==> config.mk <==
export PLATFORM = sky130hd
export DESIGN_NAME = pipe_stage_buf
export DESIGN_NICKNAME = d
export VERILOG_FILES = /design/src/rtl/pipe_pkg.sv /design/src/rtl/sat_counter.sv /design/src/rtl/pipe_stage_buf.sv
export SDC_FILE = /design/constraint.sdc
export NUM_CORES = 1
export LEC_CHECK = 0
export ABC_AREA = 1
export ABC_CLOCK_PERIOD_IN_PS = 1600
export CORE_ASPECT_RATIO = 0.8
export CORE_MARGIN = 3
export CORE_UTILIZATION = 47
export DETAILED_ROUTE_END_ITERATION = 12
export GPL_TIMING_DRIVEN = 0
export MAX_ROUTING_LAYER = met4
export PLACE_DENSITY = 0.79
export SKIP_CTS_REPAIR_TIMING = 1
export SYNTH_ARGS = -nofsm -noshare
export SYNTH_HDL_FRONTEND = slang
export SYNTH_SLANG_ARGS = --single-unit
==> constraint.sdc <==
create_clock -name clk -period 1.6 [get_ports clk]
set_clock_uncertainty 0.15 [all_clocks]
set_input_delay 0.4 -clock clk [delete_from_list [all_inputs] [get_ports clk]]
set_output_delay 0.4 -clock clk [all_outputs]
set_load 0.02 [all_outputs]
==> src/rtl/pipe_pkg.sv <==
// Shared pipeline definitions: write-back payload layout and hazard-unit
// control encodings used by stage registers.
package pipe_pkg;

    localparam int DATA_W       = 16;
    localparam int REGADDR_W    = 4;
    localparam int WB_PAYLOAD_W = 22;

    typedef struct packed {
        logic                 hlt;
        logic                 we;
        logic [REGADDR_W-1:0] dst_addr;
        logic [DATA_W-1:0]    dst_data;
    } wb_payload_t;

    localparam logic FLUSH_KILL = 1'b1;
    localparam logic STALL_HOLD = 1'b1;

endpackage

==> src/rtl/sat_counter.sv <==
// Saturating up-counter with synchronous clear; clear wins over increment.
module sat_counter #(
    parameter int CNT_W = 16
) (
    input  logic             clk,
    input  logic             rst_n,
    input  logic             inc,
    input  logic             clr,
    output logic [CNT_W-1:0] cnt
);

    // Count register: sticks at all-ones instead of wrapping.
    always_ff @(posedge clk or negedge rst_n) begin
        if (!rst_n) begin
            cnt <= '0;
        end else if (clr) begin
            cnt <= '0;
        end else if (inc && (cnt != {CNT_W{1'b1}})) begin
            cnt <= cnt + {{(CNT_W-1){1'b0}}, 1'b1};
        end else begin
            cnt <= cnt;
        end
    end

endmodule

==> src/rtl/pipe_stage_buf.sv <==
// Generic pipeline-stage register with valid/ready handshake, optional skid
// entry, hazard stall/flush and saturating stall/transfer counters.
module pipe_stage_buf
    import pipe_pkg::*;
#(
    parameter int WIDTH         = WB_PAYLOAD_W,
    parameter bit SKID          = 1'b1,
    parameter bit ZERO_ON_FLUSH = 1'b1,
    parameter int CNT_W         = 16
) (
    input  logic             clk,
    input  logic             rst_n,
    input  logic             in_valid,
    output logic             in_ready,
    input  logic [WIDTH-1:0] in_data,
    output logic             out_valid,
    input  logic             out_ready,
    output logic [WIDTH-1:0] out_data,
    input  logic             stall,
    input  logic             flush,
    input  logic             cnt_clr,
    output logic [CNT_W-1:0] stall_cnt,
    output logic [CNT_W-1:0] xfer_cnt
);

    logic             mValid_r;
    logic [WIDTH-1:0] mData_r;
    logic             kill_s;
    logic             hold_s;
    logic             take_s;
    logic             acc_s;
    logic             inReady_s;
    logic             stallInc_s;

    assign kill_s     = (flush == FLUSH_KILL);
    assign hold_s     = (stall == STALL_HOLD);
    assign out_valid  = mValid_r & ~hold_s;
    assign out_data   = mData_r;
    assign take_s     = out_valid & out_ready;
    assign acc_s      = in_valid & inReady_s;
    assign in_ready   = inReady_s;
    assign stallInc_s = mValid_r & ~take_s & ~kill_s;

    generate
        if (SKID) begin : g_skid
            logic             sValid_r;
            logic [WIDTH-1:0] sData_r;

            // Ready comes straight off the skid flop, so no path from downstream.
            assign inReady_s = ~sValid_r;

            // Main/skid entries: skid always drains into main before new beats.
            always_ff @(posedge clk or negedge rst_n) begin
                if (!rst_n) begin
                    mValid_r <= 1'b0;
                    mData_r  <= '0;
                    sValid_r <= 1'b0;
                    sData_r  <= '0;
                end else if (kill_s) begin
                    mValid_r <= 1'b0;
                    sValid_r <= 1'b0;
                    if (ZERO_ON_FLUSH) begin
                        mData_r <= '0;
                        sData_r <= '0;
                    end else begin
                        mData_r <= mData_r;
                        sData_r <= sData_r;
                    end
                end else if (take_s) begin
                    if (sValid_r) begin
                        mValid_r <= 1'b1;
                        mData_r  <= sData_r;
                        sValid_r <= 1'b0;
                    end else begin
                        mValid_r <= acc_s;
                        mData_r  <= acc_s ? in_data : mData_r;
                    end
                end else if (acc_s && !mValid_r) begin
                    mValid_r <= 1'b1;
                    mData_r  <= in_data;
                end else if (acc_s) begin
                    sValid_r <= 1'b1;
                    sData_r  <= in_data;
                end else begin
                    mValid_r <= mValid_r;
                    sValid_r <= sValid_r;
                end
            end
        end else begin : g_single
            assign inReady_s = ~mValid_r | take_s;

            // Single entry: reload whenever the held beat leaves or none is held.
            always_ff @(posedge clk or negedge rst_n) begin
                if (!rst_n) begin
                    mValid_r <= 1'b0;
                    mData_r  <= '0;
                end else if (kill_s) begin
                    mValid_r <= 1'b0;
                    mData_r  <= ZERO_ON_FLUSH ? '0 : mData_r;
                end else if (take_s || !mValid_r) begin
                    mValid_r <= acc_s;
                    mData_r  <= acc_s ? in_data : mData_r;
                end else begin
                    mValid_r <= mValid_r;
                    mData_r  <= mData_r;
                end
            end
        end
    endgenerate

    sat_counter #(.CNT_W(CNT_W)) u_stallCnt (
        .clk   (clk),
        .rst_n (rst_n),
        .inc   (stallInc_s),
        .clr   (cnt_clr),
        .cnt   (stall_cnt)
    );

    sat_counter #(.CNT_W(CNT_W)) u_xferCnt (
        .clk   (clk),
        .rst_n (rst_n),
        .inc   (take_s),
        .clr   (cnt_clr),
        .cnt   (xfer_cnt)
    );

endmodule

# Word level (Yosys, flattened, before mapping)
# Index checks and enable logic that the tools add are counted.
[totals]
regBits = 78
in_bits = 29
out_inout_bits = 56
word_cells = 55
[classes]
addsub = 2
n_eq_ne = 6
muxes = 20
n_bitwise = 9
reduce_logical = 12
[ops]
columns = ["operator", "count"]
rows = [
  ["22-bit two-way mux", 8],
  ["16-bit two-way mux", 4],
  ["16-bit by 1-bit adder with 16-bit output, second input constant", 2],
  ["16-bit inequality test, second input constant", 2],
  ["1-bit two-way mux", 8],
  ["2-bit nonzero test", 3],
  ["3-bit nonzero test", 2],
  ["1-bit bitwise AND", 5],
  ["2-bit inequality test, second input constant", 2],
  ["4-bit by 2-bit inequality test with 1-bit output, second input constant", 1],
  ["1-bit inverter", 4],
  ["2-bit AND reduction", 2],
  ["1-bit logical AND", 3],
  ["3-bit inequality test, second input constant", 1],
  ["3-bit AND reduction", 1],
  ["1-bit logical NOT", 1],
]

# Longest topological paths before layout
# Gate-level depths: netlist of the first run.
[logic_depth]
ltp_word = 9
depth_mapped = 10
mapped_depth_nobuf = 10

# By module
# Synthesis of the first run repeated with hierarchy kept, for this count alone.
[hier_totals]
hier_cells = 606
hier_area_um2 = 4453.0
[modules_own_cells]
columns = ["mod", "n_inst", "cells_each", "area_per_inst_um2", "seq_area_each_um2"]
rows = [
  ["pipe_stage_buf", 1, 318, 2378.5, 1151.1],
  ["sat_counter", 2, 144, 1037.2, 400.4],
]

# Worst setup path before layout of the first run
# No wires, ideal clock.
[synth_path]
path_kind = "reg2reg"
start = "register u_xferCnt.cnt[0]"
end = "register u_xferCnt.cnt[10]"
setup_time_ps = 119
arrival_ps = 1501
t_required_ps = 1331
slack_ps = -169
stages_incl_launch_ff = 11
path_buffers = 1
period_less_slack_ps = 1769
cell_sequence = "dfrtp_1 ha_1 nand3_1 inv_2 nand2_2 nor2_4 nor2_4 nor2_4 buf_6 nand2_1 nand2_1"
[synth_via]
elab_chain_cells = 3
word_cells_on_any_way = 6
classes_between = "add/sub: 1; eq/ne: 1; mux: 2; reduce/logical: 2"
[synth_rtl]
columns = ["element", "line", "text"]
rows = [
  ["from (decl)", "sat_counter.sv:9", "output logic [CNT_W-1:0] cnt"],
  ["from (signal assigned)", "sat_counter.sv:19", "cnt <= cnt + {{(CNT_W-1){1'b0}}, 1'b1};"],
  ["from (signal assigned)", "sat_counter.sv:21", "cnt <= cnt;"],
  ["16-bit by 1-bit adder with 16-bit output or 16-bit inequality test (tied branches)", "sat_counter.sv:19, sat_counter.sv:18", ""],
  ["16-bit two-way mux or 1-bit logical AND (tied branches)", "sat_counter.sv:18", "end else if (inc && (cnt != {CNT_W{1'b1}})) begin"],
  ["16-bit two-way mux or 2-bit nonzero test (tied branches)", "--", ""],
]
# Several ways; a longest one is shown, not always the timed one. The select of a mux whose other input is x is not followed.
# A chain may end at the register's enable or synchronous reset.

# Final worst setup path of the first run
[layout_path]
start = "register u_xferCnt.cnt[0]"
end = "register u_xferCnt.cnt[9]"
# The elaborated chain is that of the path after synthesis.

==> results of run 1 <==
## where the power goes
group	switching, mW	internal [mW]
Clock	0.747	0.919
Sequential	0.0769	2.09
Combinational	0.576	0.481
## metal layers
metal | vias up | part of all wire [%] | global-route usage [%]
li1 | 2073 | - | -
met1 | 2111 | 42 | 29.6
met2 | 178 | 50 | 36.0
met3 | 18 | 6.1 | 5.22
met4 | 0 | 1.5 | 6.79
met5 | - | 0 | -
## worst max path at each step
stage | startpoint | endpoint | slack (ns)
final | u_xferCnt.cnt[0] | u_xferCnt.cnt[9] | -0.13
after global routing | u_xferCnt.cnt[0] | u_xferCnt.cnt[9] | -0.19
after CTS | mValid_r | out_valid | -0.66
after detailed placement | stall | out_valid | -0.66
after global placement | rst_n | u_stallCnt.cnt[0] | -3.14
after floorplan | u_xferCnt.cnt[1] | u_xferCnt.cnt[10] | -0.05
## cell families (layout without fill, tap and decap cells)
family | Yosys count | count (layout) | share of synthesized area [%]
flops | 78 | 78 | 46.3
compound gates | 56 | 56 | 8.43
xor+xnor | 7 | 7 | 1.45
simple gates | 327 | 327 | 34.6
buf+inv | 86 | 237 | 8.64
fa+ha+maj | 2 | 2 | 0.594
## stage by stage
stage | setup TNS (ns) | util [%] | hold WS (ns) | total power [mW]
floorplan | -0.861 | - | -0.0456 | 2.61
global placement | -257.65 | 61.7 | 0.314 | 2.96
CTS | -29.36 | 64.5 | -0.267 | 4.65
global route | -6.55 | 72.4 | 0.323 | 5.08
finish | -3.08 | 72.4 | 0.295 | 4.89
detailed placement | -37.15 | 62.0 | 0.124 | 2.99
## worst reg2reg max path, stage by stage (launching register included)
cell and delay, ns:
dfrtp_2 0.45, ha_4 0.18, nand3_4 0.09, inv_4 0.05, nand4_1 0.11, nand2_1 0.08
nor2_1 0.34, nand2_1 0.11, nand2_1 0.09
## registers in the layout, indices dropped and copies added, names as in the netlist
register,cells
g_skid.sValid_r,1
u_xferCnt.cnt,16
out_data,22
g_skid.sData_r,22
mValid_r,1
u_stallCnt.cnt,16
## area by class of cell
cell class	instances	area, sq um
Clock buffer	12	145
Inverter	66	253
Tap cell	112	140
Buffer	20	188
Fill cell	634	2370
Sequential cell	78	1990
Multi-Input combinational cell	392	2190
Clock inverter	4	70.1
Timing Repair Buffer	135	1250
## cell usage in the layout, fill, tap and decap left out, drive strengths merged, types with 3 or more instances in the layout
master	count
nor2	44
or2	3
buf	65
nand3	51
dfrtp	78
clkdlybuf4s50	23
o21ai	26
nand2	204
o21bai	3
dlymetal6s2s	28
inv	66
o21a	11
o22ai	11
nand4	23
xor2	7
clkbuf	50
a21oi	3
==> results.py, run 1 <==
metrics = {
    "run_status": {
        "status": "complete, but fails checks",
        "violations": "negative setup slack",
    },
    "detailed_routing": {
        "wl_um": 13100,
        "routed_via_density": 5.35,
        "vias": 4380,
        "first_pass_iters": 5,
        "drt-initial-drc-count": 229,
        "ant_nets": 0,
        "drcViolationCount": 0,
        "wl_per_cell_um": 15.9,
    },
    "global_routing": {
        "grt_usage_pct": 22.9,
        "grt.overflow.total": 0,
        "antenna_found_initial": 0,
        "grt_pass1_wl_um": 18700,
        "grt_pass1_vias": 3929,
        "grt_max_degree": 65,
    },
    "layout": {
        "n_antenna_cell": 0,
        "final_cells": 819,
        "nets": 733,
        "area_growth_pct": 47.7,
        "drive_gt1_share_pct": 32.4,
        "fin_area_sq_mm": 0.00622,
    },
    "cts": {
        "cts_buffers": 9,
        "clk_path_buf_depth": 2,
        "ctsHtreeMaxLevel": 3,
        "cts.sinks": 78,
        "cts_tree": "done",
        "clkLatencyLatePin_ns": 0.36,
        "cts-root-buf": "clkbuf_8",
        "clkTransAtPathRegs_ns": 0.09,
    },
    "die": {
        "row_count": 30,
        "fp.coreArea_sq_mm": 0.00860,
        "die_h_um": 90.7,
        "die_w_um": 112,
        "start_util_pct": 49.0,
        "dieArea_sq_mm": 0.0101,
        "io_pins": 85,
    },
    "synth": {
        "synth_area_sq_mm": 0.00421,
        "yosys.area.top_type": "dfrtp_1",
        "yosys_warnings": 0,
        "ys_ff_latch": 78,
        "ys_seq_area_share_pct": 46.3,
        "synth_nets": 587,
        "syn_avg_cell_area_sq_um": 7.58,
        "ys_types": 30,
        "synthArstFlopShare_pct": 100,
        "synth_cells": 556,
        "synth-edff-count": 0,
        "synth_common_cells": "nand2_1 (199), dfrtp_1 (78), inv_1 (62), nand3_1 (50), nor2_1 (33)",
        "synth_area_leaders": "dfrtp_1 (46%), nand2_1 (18%), nand3_1 (5.9%)",
        "ys.flop_type": "dfrtp_1",
        "synth.most_common_cell": "nand2_1",
        "synth_top_cell_area_share_pct": 46.3,
    },
    "critical_path": {
        "cp_common_cell": "nand2_1",
        "crit_path_start_kind": "flop",
        "cp.buffers_inverters": 1,
        "cp_slowest_cell": "dfrtp_2",
        "critPathKind": "flop to flop",
        "critPathMaxFanout": 5,
        "r2r_slack_ns": -0.13,
        "crit_chain": "ha_4 > nand3_4 > inv_4 > nand4_1 > nand2_1 > nor2_1 > nand2_1 > nand2_1",
        "critPathTopFamily": "simple AND/OR/NAND/NOR gates",
        "worst-r2r-cell-count": 8,
        "r2r_end": "u_xferCnt.cnt[9]",
        "cp.arrival_ns": 1.86,
        "cp.depth": 8,
        "reg2reg_from": "u_xferCnt.cnt[0]",
        "end_kind": "flop",
        "required_ns": 1.73,
        "slowest_delay_ns": 0.45,
    },
    "sta": {
        "layout_min_cycle_time_ns": 1.73,
        "slew_headroom_pct": 63.8,
        "tightest_slew_ns": 0.543,
        "max_freq_mhz": 578,
        "layout_setup_ws_ns": -0.130,
        "final.period_utilization_pct": 108,
        "setup_violations": 44,
        "hold_viol_final": 0,
        "rsz0062_at_grt": "true",
        "slew_viol_final": 0,
    },
    "placed_design": {
        "dpl_worst_slack_ns": -0.655,
        "dp_cells": 753,
        "dpl_cell_area_sq_mm": 0.00533,
        "routabilityCongestion": 0.912,
        "hpwl_um": 8010,
        "port_buffers": 84,
    },
    "hold_path": {
        "hp-class": "input port to asynchronous set/reset pin",
    },
    "power_and_ir_drop": {
        "vdd_ir_drop_max_mv": 0.671,
        "powerDensity_mw_per_mm2": 785,
        "p_leak_nw": 3.43,
    },
    "job": {
        "cap_violations": 0,
    },
}
Power figures use the tool's default switching activity.
==> run 2, diff against run 1 <==
--- a/config.mk
+++ b/config.mk
@@ -15,6 +15,7 @@
 export MAX_ROUTING_LAYER = met4
 export PLACE_DENSITY = 0.79
 export SKIP_CTS_REPAIR_TIMING = 1
+export SLEW_MARGIN = 15
 export SYNTH_ARGS = -nofsm -noshare
 export SYNTH_HDL_FRONTEND = slang
 export SYNTH_SLANG_ARGS = --single-unit
==> results.py, run 2 (same netlist as run 1, synthesis figures left out) <==
metrics = {
    "run_status": {
        "status": "complete, but fails checks",
        "violations": "negative setup slack",
    },
    "layout": {
        "layout_commonest_cell": "nand2_1",
        "drive_gt1_share_pct": 32.9,
        "final_util_pct": 73.0,
        "fin_area_sq_mm": 0.00627,
        "n_antenna_cell": 0,
        "nets": 738,
        "area_growth_pct": 48.9,
        "final_cells": 824,
        "layout_common_cells": "nand2_1 (174), inv_1 (59), dfrtp_1 (49), buf_4 (38), nand3_1 (36)",
    },
    "critical_path": {
        "critPathKind": "flop to flop",
        "cp_slowest_cell": "dfrtp_2",
        "cp_common_cell": "nor2_4",
        "slowest_delay_ns": 0.44,
        "worst-r2r-cell-count": 10,
        "reg2reg_from": "u_stallCnt.cnt[0]",
        "crit_chain": "ha_4 > nand2_4 > nor2_4 > nand2_4 > nor2_4 > nor2_4 > buf_4 > buf_6 > nand4_1 > nand2_1",
        "cp.arrival_ns": 1.85,
        "end_kind": "flop",
        "crit_path_start_kind": "flop",
        "r2r_slack_ns": -0.15,
        "required_ns": 1.70,
        "critPathMaxFanout": 5,
        "critPathTopFamily": "simple AND/OR/NAND/NOR gates",
        "r2r_end": "u_stallCnt.cnt[7]",
        "cp.buffers_inverters": 2,
    },
    "sta": {
        "slew_headroom_pct": 63.2,
        "setup_violations": 52,
        "hold_slack_ns": 0.316,
        "layout_min_cycle_time_ns": 1.75,
        "slew_viol_final": 0,
        "final.period_utilization_pct": 109,
        "layout_setup_ws_ns": -0.151,
        "setup_tns_ns": -4.05,
        "rsz0062_at_grt": "true",
        "hold_viol_final": 0,
        "tightest_slew_ns": 0.553,
        "max_freq_mhz": 571,
    },
    "power_and_ir_drop": {
        "vdd_ir_drop_max_mv": 0.636,
        "powerDensity_mw_per_mm2": 779,
        "power_mw": 4.89,
        "p_leak_nw": 3.44,
    },
    "global_routing": {
        "antenna_found_initial": 0,
        "grt_max_degree": 42,
        "grt_pass1_wl_um": 18400,
        "grt-busiest-layer": "met2",
        "gr-usage-met2_pct": 34.8,
        "grt_usage_pct": 22.7,
        "grt.overflow.total": 0,
        "met3_usage_pct": 4.96,
        "grt_pass1_vias": 3911,
        "grtUsageMet1_pct": 30.1,
    },
    "placed_design": {
        "hpwl_um": 8010,
        "dpl_worst_slack_ns": -0.660,
        "dp_cells": 753,
        "routabilityCongestion": 0.912,
        "dpl_cell_area_sq_mm": 0.00532,
        "port_buffers": 84,
    },
    "die": {
        "fp.coreArea_sq_mm": 0.00860,
        "start_util_pct": 49.0,
        "io_pins": 85,
        "die_w_um": 112,
        "dieArea_sq_mm": 0.0101,
        "row_count": 30,
        "die_h_um": 90.7,
    },
    "detailed_routing": {
        "drt-initial-drc-count": 381,
        "wl_per_cell_um": 15.7,
        "first_pass_iters": 5,
        "wl_um": 13000,
        "ant_nets": 0,
        "drcViolationCount": 0,
        "routed_via_density": 5.39,
        "vias": 4442,
    },
    "job": {
        "cap_violations": 0,
    },
    "cts": {
        "cts-root-buf": "clkbuf_8",
        "cts.sinks": 78,
        "clkTransAtPathRegs_ns": 0.08,
        "clk_path_buf_depth": 2,
        "cts_buffers": 9,
        "clkLatencyLatePin_ns": 0.36,
        "ctsHtreeMaxLevel": 3,
        "cts_tree": "done",
    },
    "hold_path": {
        "min_from": "in_valid",
        "hold_path_depth": 3,
        "hp-class": "input port to flop",
        "hold_end": "g_skid.sData_r[0]",
    },
}
[run 2: power by group]
part / leakage, nW / switching [mW] / internal [mW] / total, mW
Combinational: 2.32 / 0.562 / 0.474 / 1.04
Clock: 0.108 / 0.774 / 0.916 / 1.69
Sequential: 1.02 / 0.0748 / 2.09 / 2.16
[run 2: worst max path at each step]
stage                           start           endpoint  slack [ns]  cells after the start
floorplan            u_xferCnt.cnt[1]  u_xferCnt.cnt[10]       -0.05                     10
global placement                rst_n  u_stallCnt.cnt[0]       -3.14                      1
detailed placement              stall          out_valid       -0.66                      5
CTS                          mValid_r          out_valid       -0.67                      3
global route         u_xferCnt.cnt[8]   u_xferCnt.cnt[9]       -0.20                      9
finish              u_stallCnt.cnt[0]  u_stallCnt.cnt[7]       -0.15                     10
[run 2: layer usage]
layer | vias to the layer above | share of wire, %
met3 | 35 | 5.1
met2 | 147 | 50
met1 | 2178 | 43
li1 | 2082 | -
met4 | 0 | 2.2
met5 | - | 0
[run 2: final cells by class]
| type | count | area (sq um) |
|---|---|---|
| Timing Repair Buffer | 140 | 1300 |
| Fill cell | 639 | 2320 |
| Inverter | 66 | 258 |
| Tap cell | 112 | 140 |
| Clock inverter | 6 | 85.1 |
| Buffer | 20 | 188 |
| Clock buffer | 10 | 138 |
| Multi-Input combinational cell | 392 | 2180 |
| Sequential cell | 78 | 1990 |
[run 2: worst min-delay path: stages]
cell	delay (ns)
dlymetal6s2s_1	0.18
nand4_1	0.13
o22ai_1	0.07
